<file path="src/rtl/tt_project_select.sv">
// Project selector: pad pins step an address, one-hot enable plus input routing to the addressed wrapper, outputs muxed back to pads.
// Latency: pad select pins 3 clk edges to effect, ow_proj->ow_pad 1 cycle, iw_pad->proj_iw combinational; no backpressure.
module tt_project_select #(
    parameter int N_PROJ  = 16,
    parameter int ADDR_W  = 4,
    parameter int IW_W    = 18,
    parameter int OW_W    = 24,
    parameter int GAP_CYC = 2
) (
    input  logic                     clk,
    input  logic                     rst,
    input  logic                     sel_rst_n,
    input  logic                     sel_inc,
    input  logic                     sel_ena,
    input  logic [IW_W-1:0]          iw_pad,
    output logic [OW_W-1:0]          ow_pad,
    output logic [N_PROJ-1:0]        proj_ena,
    output logic [N_PROJ*IW_W-1:0]   proj_iw,
    input  logic [N_PROJ*OW_W-1:0]   ow_proj,
    output logic [ADDR_W-1:0]        cur_addr
);

    localparam int GAP_W = (GAP_CYC > 1) ? $clog2(GAP_CYC) : 1;
    localparam logic [GAP_W-1:0]  GAP_LOAD  = GAP_W'(GAP_CYC - 1);
    localparam logic [ADDR_W-1:0] LAST_ADDR = ADDR_W'(N_PROJ - 1);

    localparam logic [1:0] IDLE   = 2'd0;
    localparam logic [1:0] ACTIVE = 2'd1;
    localparam logic [1:0] GAP    = 2'd2;

    // Synchronizer chains; the inc chain carries one extra stage for edge detection.
    logic [1:0] rst_n_sync_q, rst_n_sync_d;
    logic [1:0] ena_sync_q,   ena_sync_d;
    logic [2:0] inc_sync_q,   inc_sync_d;

    logic [ADDR_W-1:0] addr_q, addr_d;
    logic [1:0]        state_q, state_d;
    logic [GAP_W-1:0]  gap_cnt_q, gap_cnt_d;
    logic [N_PROJ-1:0] proj_ena_q, proj_ena_d;
    logic [OW_W-1:0]   ow_pad_q, ow_pad_d;

    logic sel_rst_n_s;
    logic sel_ena_s;
    logic inc_edge;
    logic addr_chg;
    logic [OW_W-1:0] ow_sel;

    always_comb begin
        rst_n_sync_d = {rst_n_sync_q[0], sel_rst_n};
        ena_sync_d   = {ena_sync_q[0], sel_ena};
        inc_sync_d   = {inc_sync_q[1:0], sel_inc};
        sel_rst_n_s  = rst_n_sync_q[1];
        sel_ena_s    = ena_sync_q[1];
        inc_edge     = inc_sync_q[1] & ~inc_sync_q[2];
    end

    always_comb begin
        addr_d = addr_q;
        if (!sel_rst_n_s) begin
            addr_d = '0;
        end else if (inc_edge) begin
            addr_d = (addr_q == LAST_ADDR) ? '0 : addr_q + ADDR_W'(1);
        end
        addr_chg = (addr_d != addr_q);

        state_d   = state_q;
        gap_cnt_d = gap_cnt_q;
        case (state_q)
            IDLE: begin
                if (sel_ena_s) state_d = ACTIVE;
            end
            ACTIVE: begin
                if (addr_chg) begin
                    state_d   = GAP;
                    gap_cnt_d = GAP_LOAD;
                end else if (!sel_ena_s) begin
                    state_d = IDLE;
                end
            end
            GAP: begin
                // A further address change keeps every slot dark for a full gap again.
                if (addr_chg) begin
                    gap_cnt_d = GAP_LOAD;
                end else if (gap_cnt_q != '0) begin
                    gap_cnt_d = gap_cnt_q - GAP_W'(1);
                end else begin
                    state_d = sel_ena_s ? ACTIVE : IDLE;
                end
            end
            default: state_d = IDLE;
        endcase
    end

    always_comb begin
        proj_ena_d = '0;
        ow_sel     = '0;
        for (int k = 0; k < N_PROJ; k++) begin
            if (state_d == ACTIVE && addr_d == ADDR_W'(k)) proj_ena_d[k] = 1'b1;
            if (addr_q == ADDR_W'(k)) ow_sel = ow_proj[k*OW_W +: OW_W];
        end
        ow_pad_d = (state_q == ACTIVE) ? ow_sel : '0;
    end

    // The project clock rides on iw_pad[0], so routing stays combinational.
    always_comb begin
        proj_iw = '0;
        for (int k = 0; k < N_PROJ; k++) begin
            proj_iw[k*IW_W +: IW_W] = proj_ena_q[k] ? iw_pad : '0;
        end
    end

    always_ff @(posedge clk or posedge rst) begin
        if (rst) begin
            rst_n_sync_q <= 2'b11;
            ena_sync_q   <= 2'b00;
            inc_sync_q   <= 3'b000;
            addr_q       <= '0;
            state_q      <= IDLE;
            gap_cnt_q    <= '0;
            proj_ena_q   <= '0;
            ow_pad_q     <= '0;
        end else begin
            rst_n_sync_q <= rst_n_sync_d;
            ena_sync_q   <= ena_sync_d;
            inc_sync_q   <= inc_sync_d;
            addr_q       <= addr_d;
            state_q      <= state_d;
            gap_cnt_q    <= gap_cnt_d;
            proj_ena_q   <= proj_ena_d;
            ow_pad_q     <= ow_pad_d;
        end
    end

    assign proj_ena = proj_ena_q;
    assign ow_pad   = ow_pad_q;
    assign cur_addr = addr_q;

endmodule

</file>
<file path="config.mk">
export PLATFORM = sky130hd
export DESIGN_NAME = tt_project_select
export DESIGN_NICKNAME = d
export VERILOG_FILES = /design/src/rtl/tt_project_select.sv
export SDC_FILE = /design/constraint.sdc
export NUM_CORES = 1
export LEC_CHECK = 0
export CAP_MARGIN = 20
export CORE_AREA = 4 4 287 289
export DETAILED_ROUTE_END_ITERATION = 8
export DIE_AREA = 0 0 291 293
export PLACE_DENSITY_LB_ADDON = 0.25
export SETUP_SLACK_MARGIN = 0.3
export SLEW_MARGIN = 20
export SYNTH_ARGS = -nofsm -noshare
export SYNTH_HDL_FRONTEND = slang
export SYNTH_SLANG_ARGS = --single-unit
export TNS_END_PERCENT = 100
</file>
<file path="constraint.sdc">
create_clock -name clk -period 6.9 [get_ports clk]
set_clock_uncertainty 0.2 [all_clocks]
set_input_delay 1.38 -clock clk [delete_from_list [all_inputs] [get_ports clk]]
set_output_delay 1.38 -clock clk [all_outputs]
set_load 0.005 [all_outputs]
</file>
* Word-level counts from Yosys, hierarchy flattened
Cells that the tools add are included.
** Word-level totals
- Bits in registers :: 54
- Logic and storage cells :: 131
** Cells by class
- Add/subtract/negate cells :: 2
- Equal/unequal tests :: 35
- Muxes and demuxes :: 63
- Bitwise gates (word level) :: 2
- Reductions and logical operators :: 21
** Operators with widths (count)
- 24-bit two-way mux :: 17
- 18-bit two-way mux :: 16
- 4-bit equality test, second input constant :: 16
- 4-bit by 3-bit equality test with 1-bit output, second input constant :: 8
- 1-bit two-way mux :: 20
- 4-bit by 2-bit equality test with 1-bit output, second input constant :: 4
- 1-bit logical AND :: 16
- 4-bit two-way mux :: 3
- 2-bit two-way mux :: 5
- 4-bit by 1-bit equality test with 1-bit output, second input constant :: 2
- 4-bit logical NOT :: 2
- 2-bit one-hot mux with 3 select lines :: 1
- 4-bit by 1-bit adder with 4-bit output, second input constant :: 1
- 2-bit by 1-bit equality test with 1-bit output, second input constant :: 2
- 4-bit inequality test :: 1
- 2-bit equality test, second input constant :: 1
- 2-bit logical NOT :: 1
- 2-bit inequality test, second input constant :: 1
- 1-bit one-hot mux with 2 select lines :: 1
- 2-bit AND reduction :: 1
- 2-bit nonzero test :: 1
- 1-bit bitwise AND :: 1
- 1-bit inverter :: 1
- 1-bit subtractor, second input constant :: 1

* Longest topological paths before layout
Gate-level depths: netlist of run 1.
- Depth after elaboration :: 18
- Gate-level depth with buffers :: 10
- Mapped depth without buffers :: 7

* Worst setup path after synthesis of run 1
OpenSTA, ideal clock, no wires.
- Path kind :: input -> output
- Start :: input port iw_pad[17]
- End :: output port proj_iw[107]
- Arrival :: 1.714 ns
- Setup slack :: 3.606 ns
- Cell stages on the path :: 2
- Path buffers :: 1
- Cell sequence :: clkbuf_1 and2_1
** On the way
- Word-level cells in the longest chain between the ends :: 1
** RTL lines
- start: declaration :: line 15 : input logic [IW_W-1:0] iw_pad,
- 18-bit two-way mux :: line 108 : proj_iw[k*IW_W +: IW_W] = proj_ena_q[k] ? iw_pad : '0;
- end: declaration :: line 18 : output logic [N_PROJ*IW_W-1:0] proj_iw,
No other way between the ends.

* Final worst setup path of run 1
- Start :: input port iw_pad[8]
- End :: output port proj_iw[242]
The elaborated chain is that of the path after synthesis.

==> results of run 1 <==
layer usage:
metal	up-vias	part of all wire [%]	routed length [um]	global-route usage, %
li1	5218	-	-	-
met1	5448	39	27000	17.5
met2	585	52	36000	28.9
met3	65	6.1	4260	2.78
met4	2	3.0	2060	4.62
met5	-	0.019	13	0
cells by family (layout without fill, tap and decap cells):
logic type | after synthesis | count (layout) | share of synthesized area, %
AOI/OAI and AO/OA | 362 | 362 | 35.7
xor gates and xnor gates | 1 | 1 | 0.112
adders and majority gates | 4 | 4 | 0.642
buffers and inverters | 143 | 782 | 8.15
DFF | 54 | 54 | 17.4
other | 0 | 1 | 0
and+or+nand+nor | 527 | 527 | 38.0
path summary, 6_finish.rpt:
kind	startpoint	end	slack (ps)	depth (start not counted)
worst max register to register	cur_addr[0]$_DFF_PP0_	ow_pad[3]$_DFF_PP0_	2710	8
worst min register to register	ena_sync_q[0]$_DFF_PP0_	ena_sync_q[1]$_DFF_PP0_	160	0
max in group asynchronous	rst	cur_addr[2]$_DFF_PP0_	4440	3
worst max-delay path	iw_pad[8]	proj_iw[242]	2010	3
min in group asynchronous	rst	ow_pad[9]$_DFF_PP0_	1410	3
worst min-delay path	ena_sync_q[0]$_DFF_PP0_	ena_sync_q[1]$_DFF_PP0_	160	0
Yosys cell counts (5+ instances only):
master,n
a21boi_0,24
inv_1,7
a221oi_1,24
and2_1,292
nor2_1,47
o32ai_1,19
o221a_2,20
a21oi_1,54
buf_6,5
o21a_1,24
nand2_1,56
a2111oi_2,5
o221ai_1,23
o21ai_0,35
a2111oi_1,11
nor2b_1,32
a2111oi_0,6
nand3_1,50
nand3b_1,5
nor3_1,23
o32ai_2,5
a22oi_1,47
dfrtp_1,52
o22ai_1,23
a22o_1,22
clkbuf_1,83
buf_2,36
stage by stage:
step / total power [mW] / util, % / std cells
after floorplan: 0.659 / - / 1091
after global placement: 1.22 / 20.3 / 2782
after detailed placement: 1.22 / 20.3 / 2782
after CTS: 1.56 / 20.5 / 2790
after global routing: 1.61 / 20.5 / 2790
final: 1.50 / 20.5 / 2791
registers in the layout, summed over array words and instances (netlist names):
register / flops
cur_addr: 4
proj_ena: 16
gap_cnt_q: 1
state_q: 2
rst_n_sync_q: 2
ena_sync_q: 2
inc_sync_q: 3
ow_pad: 24
area by class of cell:
cell class / instances / share of cell area (%)
Timing Repair Buffer: 764 / 46.3
Multi-Input combinational cell: 894 / 36.1
Sequential cell: 54 / 8.31
Tap cell: 1060 / 8.09
Clock buffer: 5 / 0.764
Clock inverter: 3 / 0.244
Inverter: 10 / 0.229
Antenna cell: 1 / 0.0153
where the power goes:
part	switching (mW)	leakage (nW)	internal (mW)
sequential	0.0421	0.713	0.356
combinational	0.360	4.79	0.440
clock	0.135	0.0836	0.171
cells in the final DEF, fill, tap and decap left out, types with 22 or more instances in the layout:
master / netlist / layout
a21oi_1: 54 / 54
nor2_1: 47 / 47
dfrtp_1: 52 / 50
o21ai_0: 35 / 35
a21boi_0: 24 / 24
a221oi_1: 24 / 24
a22o_1: 22 / 22
nand3_1: 50 / 50
nor3_1: 23 / 23
clkdlybuf4s50_1: 0 / 738
nor2b_1: 32 / 28
o221ai_1: 23 / 23
and2_1: 292 / 293
buf_4: 4 / 26
o22ai_1: 23 / 23
nand2_1: 56 / 56
a22oi_1: 47 / 46
o21a_1: 24 / 24
critical path, cell delays in order:
cell and delay (ps):
clkdlybuf4s50_1 1150, and2_1 240, clkdlybuf4s50_1 530
==> results.md, run 1 <==
* Share of layout cells above drive strength 1 at under 10%
* Ys flop type: dfrtp_1
* Post-route cell area at ~16000 sq um
* CTS tree: yes
* Die Area at roughly 85000 sq um
* # clock sinks at 54
* Post-CTS sizing at 0
* Clock transition at path regs at about 80 ps
* Die span in y at between 200 and 300 um
* Maxcap violations at 0
* Initial antenna violation count at 5
* Fin Hold WS at around 160 ps
* CTS Hold Bufs at 0
* Max_slew headroom at between 20% and 30%
* #FFs+latches synth at 54
* Avg Inst Size Synth at 7.15 sq um
* Syn_nets at ~1500
* Vias per inst at ~4
* Nets at 2140
* Synth top area cells: and2_1 (23%), dfrtp_1 (17%), a22oi_1 (4.5%)
* Storage element area at 1360 sq um
* Setup ws final at 2010 ps
* WL final at 69300 um
* Critical Path Source Type: primary input
* Cells after synthesis at roughly 1100
* Global-route usage over all layers at 15.3%
* Hold Path Class: flip-flop to flip-flop
* Filler Cells Inserted at slightly below 9000
* PD cells at 91.8 nW/um^2
* Synth-to-Final Area Change at 110%
* First-pass GRT wire length at around 95000 um
* DRC Markers at 0
* Setup TNS at 0 ps
* Drt pass-1 iters at 5
* Maximum net fanout on the critical path at 16
* Port bufs at between 700 and 800
* Maximum buffer depth of the clock tree at 2
* Post-synthesis cell type count at 61
* Worst-margin pin slew at approximately 1200 ps
* Share of the synthesized area in the top cell type at a little under a quarter
* Leading area contributor after synthesis: and2_1
* CORE AREA at between 70000 and 80000 sq um
* CTS root buffer: clkbuf_16
* Fin crit period at ~4900 ps
* RSZ-0062 raised after global routing: false
* ANT nets after route at 0
* Pleak at around 5.6 nW
* Placer Congestion at 0.832
* Gr ovfl total at 0
* H-tree Lvls at 2
* Worst EP required at between 5000 and 6000 ps
* Initial Utilization at under 10%
* Kind of critical path: primary input to output pin
* Worst EP arrival at 3310 ps
* Status: complete, no violations
* Largest net degree at the start of global routing at 67
* Final hold viol count at 0
* Vias in the first global route at 11700
* Via count at 11300
* DP Worst Slack at between 2000 and 2500 ps
* DR iter-0 viols at around 470
* Syn Std Cell Area at between 7000 and 8000 sq um
* Cts bufs inserted at 5
* Area occupied by multi-input gates at around 6000 sq um
* Post-CTS setup buffer count at 0
* Hpwl dp at between 50000 and 60000 um
* Crit end category: output pin
* DP Area at ~16000 sq um
* Yosys synthesis warning count at 0
* Ports at between 700 and 800
* Worst VDD drop at 0.0812 mV
* DR WL/cell at around 25 um
* Die span in x at roughly 290 um
* Register area share after synthesis at ~17%
* Setup violations, final at 0
* Slew Limit Fails at 0
* Post-synth EDFFs at 0
* Asr flop ratio synth at 100%
* Max frequency at ~200 MHz
* Site Rows at between 100 and 150
* Crit share post-route at 70.8%
* Clk_lat worst skew at roughly 310 ps
Power figures use the tool's default switching activity.
==> run 2, diff against run 1 <==
--- a/config.mk
+++ b/config.mk
@@ -6,9 +6,9 @@
 export NUM_CORES = 1
 export LEC_CHECK = 0
 export CAP_MARGIN = 20
-export CORE_AREA = 4 4 287 289
+export CORE_AREA = 4 4 284 286
 export DETAILED_ROUTE_END_ITERATION = 8
-export DIE_AREA = 0 0 291 293
+export DIE_AREA = 0 0 288 290
 export PLACE_DENSITY_LB_ADDON = 0.25
 export SETUP_SLACK_MARGIN = 0.3
 export SLEW_MARGIN = 20
==> constraint.sdc (replaced) <==
create_clock -name clk -period 4.8 [get_ports clk]
set_clock_uncertainty 0.2 [all_clocks]
set_input_delay 0.96 -clock clk [delete_from_list [all_inputs] [get_ports clk]]
set_output_delay 0.96 -clock clk [all_outputs]
set_load 0.005 [all_outputs]
==> results.md, run 2 (synthesis results as in run 1) <==
* Status: complete, no violations
* Setup violations, final at 0
* Cts bufs inserted at 5
* R2R Setup Slk at around 420 ps
* Gr ovfl total at 0
* First-pass GRT wire length at approximately 93000 um
* Met1 wire length at 24700 um
* Nets at 2151
* Clk_lat worst skew at between 300 and 400 ps
* Crit end category: flip-flop
* Critical Path Source Type: flip-flop
* WL final at about 68000 um
* Placer Congestion at a little over 0.8
* Maximum net fanout on the critical path at 21
* Die span in y at about 290 um
* Synth-to-Final Area Change at 111%
* Worst EP arrival at about 4400 ps
* WL met3 at approximately 6200 um
* DP Area at 16300 sq um
* ANT nets after route at 0
* Reg2reg path depth at 7
* Global-route usage over all layers at between 10% and 20%
* DRC Markers at 0
* P_sw at slightly below 0.8 mW
* CTS tree: yes
* Crit Reg-Reg Startpoint: cur_addr[1]$_DFF_PP0_
* Vias in the first global route at between 10000 and 15000
* H-tree Lvls at 2
* Top sig layer: met5
* Drt pass-1 iters at 5
* Vias per inst at a little over 4
* Site Rows at between 100 and 150
* Worst VDD drop at between 0.1 and 0.15 mV
* # clock sinks at 54
* Clock Power Share at 18.3%
* Critical-path cell with the highest stage delay: a2111oi_0
* Switch share at between 30% and 40%
* CTS Hold Bufs at 0
* DR iter-0 viols at 525
* R2R Path End: ow_pad[20]$_DFF_PP0_
* Crit path depth at 7
* Worst-margin pin slew at roughly 1200 ps
* Largest register FFs at 24
* Combinational power share at between 50% and 60%
* Top delay family on crit path: compound AO/OA/AOI/OAI gates
* Post-route cell area at between 15000 and 20000 sq um
* Slew Limit Fails at 0
* Maxcap violations at 0
* Crit path top cell by count: buf_4
* Largest net degree at the start of global routing at 70
* Post-CTS sizing at 0
* Via count at approximately 12000
* RSZ-0062 raised after global routing: false
* Initial Utilization at ~9.9%
* Seq pwr share at a little over a quarter
* Final hold viol count at 0
* Crit path cell chain: ha_2 -> or3_1 -> buf_4 -> o32ai_1 -> a2111oi_0 -> buf_4 -> o22ai_1
* Max incr delay on CP at between 1000 and 1500 ps
* Max_slew headroom at between 10% and 20%
* Worst EP required at 4770 ps
* Most common cell after layout, fill and taps aside: clkdlybuf4s50_1
* Die span in x at ~290 um
* Port bufs at roughly 740
* Pint at 1.34 mW
* Crit share post-route at between 90% and 100%
* Fin crit period at between 4000 and 5000 ps
* Setup TNS at 0 ps
* Clock transition at path regs at ~90 ps
* Initial antenna violation count at 16
* Pleak at around 5.6 nW
* Hold Path Class: flip-flop to flip-flop
* Share of layout cells above drive strength 1 at under 10%
* Kind of critical path: flip-flop to flip-flop
* CTS root buffer: clkbuf_16
* WL met2 at between 30000 and 40000 um
* Crit path launch: cur_addr[1]$_DFF_PP0_
* Fin Hold WS at 159 ps
* Ports at 739
* PD cells at 128 nW/um^2
* Post-CTS setup buffer count at 0
* Die Area at 83500 sq um
* Commonest non-fill, non-tap cells in the layout: clkdlybuf4s50_1 (738), and2_1 (292), nand2_1 (56)
* Hpwl dp at 55100 um
* Maximum buffer depth of the clock tree at 2
* Buf/Inv on CP at 2
* CP Capture Point: ow_pad[20]$_DFF_PP0_
* Max frequency at between 200 and 250 MHz
* CORE AREA at around 80000 sq um
* DR WL/cell at 24.5 um
[run 2: per-layer routing]
metal / GRT usage, % / vias up
met5: 0 / -
met4: 3.71 / 16
met3: 4.16 / 91
met2: 29.3 / 657
met1: 16.5 / 5497
li1: - / 5250
[run 2: worst min-delay path by stage]
stage               slack [ps]                        end                       from  depth (start not counted)
CTS                        170  rst_n_sync_q[1]$_DFF_PP1_  rst_n_sync_q[0]$_DFF_PP1_                          0
detailed placement         140    ena_sync_q[1]$_DFF_PP0_    ena_sync_q[0]$_DFF_PP0_                          0
finish                     160    ena_sync_q[1]$_DFF_PP0_    ena_sync_q[0]$_DFF_PP0_                          0
global route               170  rst_n_sync_q[1]$_DFF_PP1_  rst_n_sync_q[0]$_DFF_PP1_                          0
global placement           150    ena_sync_q[1]$_DFF_PP0_    ena_sync_q[0]$_DFF_PP0_                          0
floorplan                  130    ena_sync_q[1]$_DFF_PP0_    ena_sync_q[0]$_DFF_PP0_                          0
[run 2: through the flow]
| step | power (mW) | cells | utilization [%] | worst slack (ps) |
|---|---|---|---|---|
| after floorplan | 0.948 | 1091 | - | 2300 |
| after global placement | 1.76 | 2783 | 20.8 | 468 |
| after detailed placement | 1.76 | 2783 | 20.8 | 527 |
| after CTS | 2.18 | 2790 | 21.0 | 502 |
| after global routing | 2.25 | 2791 | 21.0 | 354 |
| final | 2.11 | 2793 | 21.0 | 424 |
[run 2: cell type report]
class                   count  area, sq um
diodes                      3         7.51
clock buffers               5          125
clock inverters             2         15.0
fillers                  8795        61900
inverters                  10         37.5
multi-input cells         894         5920
flip-flops and latches     54         1360
well taps                1050         1310
repair buffers            775         7690
[run 2: power groups by stage]
| stage | Clock, mW | Sequential [mW] | Combinational (mW) |
|---|---|---|---|
| after global placement | 0 | 0.581 | 1.18 |
| after detailed placement | 0 | 0.582 | 1.18 |
| final | 0.386 | 0.570 | 1.15 |
| after CTS | 0.416 | 0.573 | 1.19 |
| after floorplan | 0 | 0.553 | 0.395 |
| after global routing | 0.426 | 0.582 | 1.25 |
